==> src/rtl/lvds_rx_decoder.sv <==
// lvds_rx_decoder: LVDS receive-side word alignment and VESA 24-bit decode.
// Takes 7-bit words per lane from the deserializer, drives a bitslip handshake
// until the clock lane matches CLK_PATTERN, then decodes RGB/DE/HS/VS and
// regenerates x/y pixel coordinates.
// Optional build macro LVDS_RX_STATS_EN adds o_err_count and o_line_count.
module lvds_rx_decoder #(
   parameter int unsigned SLIP_WAIT   = 4,
   parameter int unsigned LOCK_COUNT  = 16,
   parameter int unsigned LOSS_COUNT  = 4,
   parameter logic [6:0]  CLK_PATTERN = 7'b1100011
) (
   input  logic        i_clk,
   input  logic        i_resetn,
   input  logic [34:0] i_words,
   output logic        o_bitslip,
   output logic        o_locked,
   output logic [23:0] o_color,
   output logic        o_de,
   output logic        o_hs,
   output logic        o_vs,
   output logic [11:0] o_x,
   output logic [11:0] o_y,
`ifdef LVDS_RX_STATS_EN
   output logic [15:0] o_err_count,
   output logic [11:0] o_line_count,
`endif
   output logic        o_frame_start
);

   localparam int unsigned WAIT_W  = $clog2(SLIP_WAIT + 1);
   localparam int unsigned MATCH_W = $clog2(LOCK_COUNT + 1);
   localparam int unsigned LOSS_W  = $clog2(LOSS_COUNT + 1);
   localparam logic [WAIT_W-1:0]  WAIT_LAST  = WAIT_W'(SLIP_WAIT - 1);
   localparam logic [MATCH_W-1:0] MATCH_LAST = MATCH_W'(LOCK_COUNT - 1);
   localparam logic [LOSS_W-1:0]  LOSS_LAST  = LOSS_W'(LOSS_COUNT - 1);

   typedef enum logic [2:0] {
      S_SEARCH,
      S_SLIP,
      S_WAIT,
      S_VERIFY,
      S_LOCKED
   } state_t;

   state_t               state_q, state_d;
   logic [WAIT_W-1:0]    wait_q, wait_d;
   logic [MATCH_W-1:0]   match_q, match_d;
   logic [LOSS_W-1:0]    loss_q, loss_d;
   logic                 clk_match;
   logic                 lock_d;

   logic [7:0]           red, green, blue;
   logic                 de_in, hs_in, vs_in;
   logic                 de_rise, de_fall, vs_rise;
   logic [11:0]          y_d;
   logic                 frame_start_d;
   logic                 vs_seen_q;

   // lane3 bit 6 is a reserved bit in the VESA mapping
   logic                 unused_res;
   assign unused_res = i_words[34];

   assign clk_match = (i_words[6:0] == CLK_PATTERN);
   assign lock_d    = (state_d == S_LOCKED);
   assign o_locked  = (state_q == S_LOCKED);

   // alignment FSM state and counter registers
   always_ff @(posedge i_clk or negedge i_resetn) begin
      if (!i_resetn) begin
         state_q <= S_SEARCH;
         wait_q  <= '0;
         match_q <= '0;
         loss_q  <= '0;
      end else begin
         state_q <= state_d;
         wait_q  <= wait_d;
         match_q <= match_d;
         loss_q  <= loss_d;
      end
   end

   // alignment FSM next-state, counters and bitslip request
   always_comb begin
      state_d   = state_q;
      wait_d    = wait_q;
      match_d   = match_q;
      loss_d    = loss_q;
      o_bitslip = 1'b0;
      unique case (state_q)
         S_SEARCH: begin
            if (clk_match) begin
               state_d = S_VERIFY;
               match_d = MATCH_W'(1);
            end else begin
               state_d = S_SLIP;
            end
         end
         S_SLIP: begin
            o_bitslip = 1'b1;
            wait_d    = '0;
            state_d   = S_WAIT;
         end
         S_WAIT: begin
            if (wait_q == WAIT_LAST) state_d = S_SEARCH;
            else                     wait_d  = wait_q + WAIT_W'(1);
         end
         S_VERIFY: begin
            if (!clk_match) begin
               state_d = S_SLIP;
            end else if (match_q == MATCH_LAST) begin
               state_d = S_LOCKED;
               loss_d  = '0;
            end else begin
               match_d = match_q + MATCH_W'(1);
            end
         end
         S_LOCKED: begin
            if (clk_match)              loss_d  = '0;
            else if (loss_q == LOSS_LAST) state_d = S_SEARCH;
            else                        loss_d  = loss_q + LOSS_W'(1);
         end
         default: state_d = S_SEARCH;
      endcase
   end

   // VESA 24-bit field extraction and x/y edge detection against registered outputs
   always_comb begin
      red     = {i_words[29:28], i_words[12:7]};
      green   = {i_words[31:30], i_words[18:14], i_words[13]};
      blue    = {i_words[33:32], i_words[24:21], i_words[20:19]};
      de_in   = i_words[27];
      vs_in   = i_words[26];
      hs_in   = i_words[25];
      de_rise = de_in & ~o_de;
      de_fall = ~de_in & o_de;
      vs_rise = vs_in & ~o_vs;
      y_d     = vs_rise ? '0 : (de_fall ? o_y + 12'd1 : o_y);
      frame_start_d = de_rise & (vs_seen_q | vs_rise) & (y_d == '0);
   end

   // decoded output and pixel tracking registers; keyed on next lock state so
   // o_locked, the data outputs and the tracking reset all change on one edge
   always_ff @(posedge i_clk or negedge i_resetn) begin
      if (!i_resetn) begin
         o_color       <= '0;
         o_de          <= 1'b0;
         o_hs          <= 1'b0;
         o_vs          <= 1'b0;
         o_x           <= '0;
         o_y           <= '0;
         o_frame_start <= 1'b0;
         vs_seen_q     <= 1'b0;
      end else if (!lock_d) begin
         o_color       <= '0;
         o_de          <= 1'b0;
         o_hs          <= 1'b0;
         o_vs          <= 1'b0;
         o_x           <= '0;
         o_y           <= '0;
         o_frame_start <= 1'b0;
         vs_seen_q     <= 1'b0;
      end else begin
         o_color       <= {red, green, blue};
         o_de          <= de_in;
         o_hs          <= hs_in;
         o_vs          <= vs_in;
         if (de_in) o_x <= de_rise ? '0 : o_x + 12'd1;
         o_y           <= y_d;
         o_frame_start <= frame_start_d;
         vs_seen_q     <= frame_start_d ? 1'b0 : (vs_seen_q | vs_rise);
      end
   end

`ifdef LVDS_RX_STATS_EN
   logic [11:0] line_acc_q;

   // saturating clock-lane error count while locked, cleared only by reset
   always_ff @(posedge i_clk or negedge i_resetn) begin
      if (!i_resetn)                                           o_err_count <= '0;
      else if (o_locked && !clk_match && (o_err_count != '1)) o_err_count <= o_err_count + 16'd1;
   end

   // lines per frame: accumulate DE falls, latch on VS rise (a coincident fall belongs to the old frame)
   always_ff @(posedge i_clk or negedge i_resetn) begin
      if (!i_resetn) begin
         line_acc_q   <= '0;
         o_line_count <= '0;
      end else if (!lock_d) begin
         line_acc_q   <= '0;
      end else if (vs_rise) begin
         o_line_count <= line_acc_q + 12'(de_fall);
         line_acc_q   <= '0;
      end else if (de_fall) begin
         line_acc_q   <= line_acc_q + 12'd1;
      end
   end
`endif

endmodule

==> config.mk <==
export PLATFORM = sky130hd
export DESIGN_NAME = lvds_rx_decoder
export DESIGN_NICKNAME = d
export VERILOG_FILES = /design/src/rtl/lvds_rx_decoder.sv
export SDC_FILE = /design/constraint.sdc
export NUM_CORES = 1
export LEC_CHECK = 0
export CAP_MARGIN = 30
export CORE_ASPECT_RATIO = 1.1
export CORE_UTILIZATION = 35
export CTS_CLUSTER_DIAMETER = 100
export CTS_CLUSTER_SIZE = 28
export DETAILED_ROUTE_END_ITERATION = 7
export GPL_TIMING_DRIVEN = 0
export PLACE_DENSITY = 0.74
export SETUP_SLACK_MARGIN = 0.05
export SYNTH_ARGS = -nofsm -noshare
export SYNTH_HDL_FRONTEND = slang
export SYNTH_SLANG_ARGS = --single-unit
==> constraint.sdc <==
create_clock -name i_clk -period 4.3 [get_ports i_clk]
set_input_delay 0.645 -clock i_clk [delete_from_list [all_inputs] [get_ports i_clk]]
set_output_delay 0.645 -clock i_clk [all_outputs]
set_load 0.02 [all_outputs]
==> impl_metrics.json <==
{
  "ys_top_cells_by_count": "67 x dfrtp_1, 29 x and2_1, 28 x nor2_1",
  "start_util": 0.360,
  "synth-edff-count": 0,
  "core.rowCount": 36,
  "drive_above_1_share": 0.0935,
  "grt_pass1_wl_mm": 11.9,
  "total_power_mw": 1.47,
  "slew_headroom": 0.449,
  "maxCapViolCount": 0,
  "final-setup-viol-count": 0,
  "timing.rr.end": "o_color[10]",
  "yosysTopAreaCellShare": 0.525,
  "yosysMostFrequentCell": "dfrtp_1",
  "synth_fp_nets": 357,
  "reg2reg_slack_ns": 2.14,
  "startpoint_type": "flip-flop",
  "n_antenna_cell": 0,
  "insertion_delay_ns": 0.34,
  "peakVddDrop_mv": 0.165,
  "avgSynthCellArea_um2": 10.2,
  "core_area_um2": 8870,
  "synthTopCellsByArea": "dfrtp_1 52%, and2_1 5.7%, nor2_1 3.3%",
  "wl_per_cell_um": 13.2,
  "clk_path_buf_depth": 2,
  "antenna_found_initial": 0,
  "power_density_nw_per_um2": 330,
  "min_path_type": "in -> async",
  "clk_pin_slew_ns": 0.08,
  "tritoncts": "yes",
  "synthFlopType": "dfrtp_1",
  "postCtsSetupBuffers": 0,
  "dpl.hpwl_mm": 5.05,
  "h-tree-depth": 3,
  "via_count": 2606,
  "setup_tns_ns": 0,
  "cts_resized": 0,
  "rsz0062_at_grt": "no",
  "worst_ep_arrival_time_ns": 1.93,
  "cts_sinks": 67,
  "hold_buffers": 0,
  "dieArea_um2": 9520,
  "cts_buffers": 9,
  "finalCritPeriodShare": 0.598,
  "crit_path_max_fanout": 10,
  "tightestPinTransition_ns": 0.827,
  "min_period_ns": 2.57,
  "slew_violations": 0,
  "globalRouteTotalUtil": 0.160,
  "hold_viol_final": 0,
  "io_buffers": 89,
  "cp.required_ns": 3.65,
  "clockRootBuffer": "clkbuf_8",
  "worstRegToRegCells": 7,
  "grt_overflow": 0,
  "wirelength_mm": 7.03,
  "drtAntennaViolNets": 0,
  "syn_inst": 312,
  "ys_seq_elements": 67,
  "drc": 0,
  "grt_pass1_vias": 2528,
  "path_class": "reg -> out",
  "fin_skew_ns": 0.0115,
  "synth.distinct_cells": 51,
  "dr.pass1.iters": 4,
  "grt_max_degree": 68,
  "outcome": "finished, final reports clean",
  "nets": 457,
  "syn_to_final_growth_pct": 39.4,
  "yosysTopAreaCell": "dfrtp_1",
  "max_freq_mhz": 389,
  "seq_area_frac_synth": 0.525,
  "ys_warn_count": 0,
  "viasPerCell": 4.91,
  "gp_congestion": 0.788,
  "rr_startpoint": "match_q[0]",
  "drtIter0Drc": 106,
  "end_kind": "primary output",
  "die_x_um": 93.1,
  "synthArstFlopShare": 1.00,
  "synth_area_um2": 3200,
  "p_leak_nw": 1.87,
  "die_h_um": 102,
  "io_pins": 91
}
[area by class of cell]
cell class | instances | area, µm²
Sequential cell | 67 | 1680
Timing Repair Buffer | 89 | 888
Multi-Input combinational cell | 221 | 1410
Clock buffer | 10 | 138
Buffer | 13 | 70.1
Tap cell | 114 | 143
Inverter | 11 | 41.3
Fill cell | 819 | 4420
Clock inverter | 6 | 88.8
[metrics by stage]
| stage | cell area (µm²) | setup WS [ns] | hold slack, ns | std cells | util |
|---|---|---|---|---|---|
| global route | 4450 | 1.62 | 0.485 | 531 | 0.502 |
| detailed placement | 4230 | 1.62 | 0.473 | 515 | 0.476 |
| CTS | 4450 | 1.69 | 0.434 | 531 | 0.502 |
| global placement | 4230 | 0.340 | 0.460 | 515 | 0.477 |
| floorplan | 3200 | 2.38 | 0.349 | 312 | - |
| finish | 4450 | 1.73 | 0.400 | 531 | 0.502 |
[worst max path at each step]
stage                     from         to  slack, ns  cells past startpoint
floorplan           i_words[4]  vs_seen_q       2.38                      7
global placement      i_resetn     o_x[8]       0.34                      1
detailed placement  i_words[4]  vs_seen_q       1.62                      8
CTS                 state_q[0]   o_locked       1.69                      3
global route        state_q[0]   o_locked       1.62                      3
finish              state_q[0]   o_locked       1.73                      3
[cells in the final DEF, fill, tap and decap left out, types with 5 or more instances in the layout]
master and n:
dfrtp_1 67, xnor2_1 6, nand3_1 11, clkbuf_1 6
and2_1 29, xor2_1 5, inv_1 11, nor3_1 7
clkbuf_8 10, mux2_2 6, ha_1 8, buf_2 5
o21ai_0 20, nor2b_1 12, nand2_1 23, clkdlybuf4s50_1 88
nand2b_1 7, a21oi_1 12, nor2_1 28
[flip-flops by register name (all words and copies together) (netlist names)]
register       cells
vs_seen_q          1
loss_q             3
o_vs               1
o_color           24
o_x               12
state_q            3
o_frame_start      1
o_hs               1
o_de               1
o_y               12
match_q            5
wait_q             3
[worst max-delay path, stage by stage (launching register included)]
cell	delay, ns
dfrtp_1	0.35
buf_2	0.17
nor3_1	0.38
clkdlybuf4s50_1	0.69
[routing by layer]
layer | GRT usage | up-vias | share of wire
li1 | - | 1266 | -
met1 | 0.204 | 1277 | 0.45
met2 | 0.267 | 52 | 0.50
met3 | 0.0357 | 11 | 0.039
met4 | 0.0639 | 0 | 0.013
met5 | 0 | - | 0
[power breakdown]
part           internal (mW)  leakage [nW]  total, mW  switching, mW
Sequential             0.655         0.924      0.669         0.0145
Combinational         0.0962         0.838      0.208          0.112
Clock                  0.342         0.108      0.591          0.249
Total                   1.09          1.87       1.47          0.375
[logic make-up after synthesis]
family,Yosys count,share of synthesized area
flops,67,0.525
xor+xnor,11,0.0301
buf+inv,24,0.0348
mux,8,0.0274
simple gates,143,0.251
fa+ha+maj,8,0.0313
compound gates,51,0.101
Power figures use the tool's default switching activity.
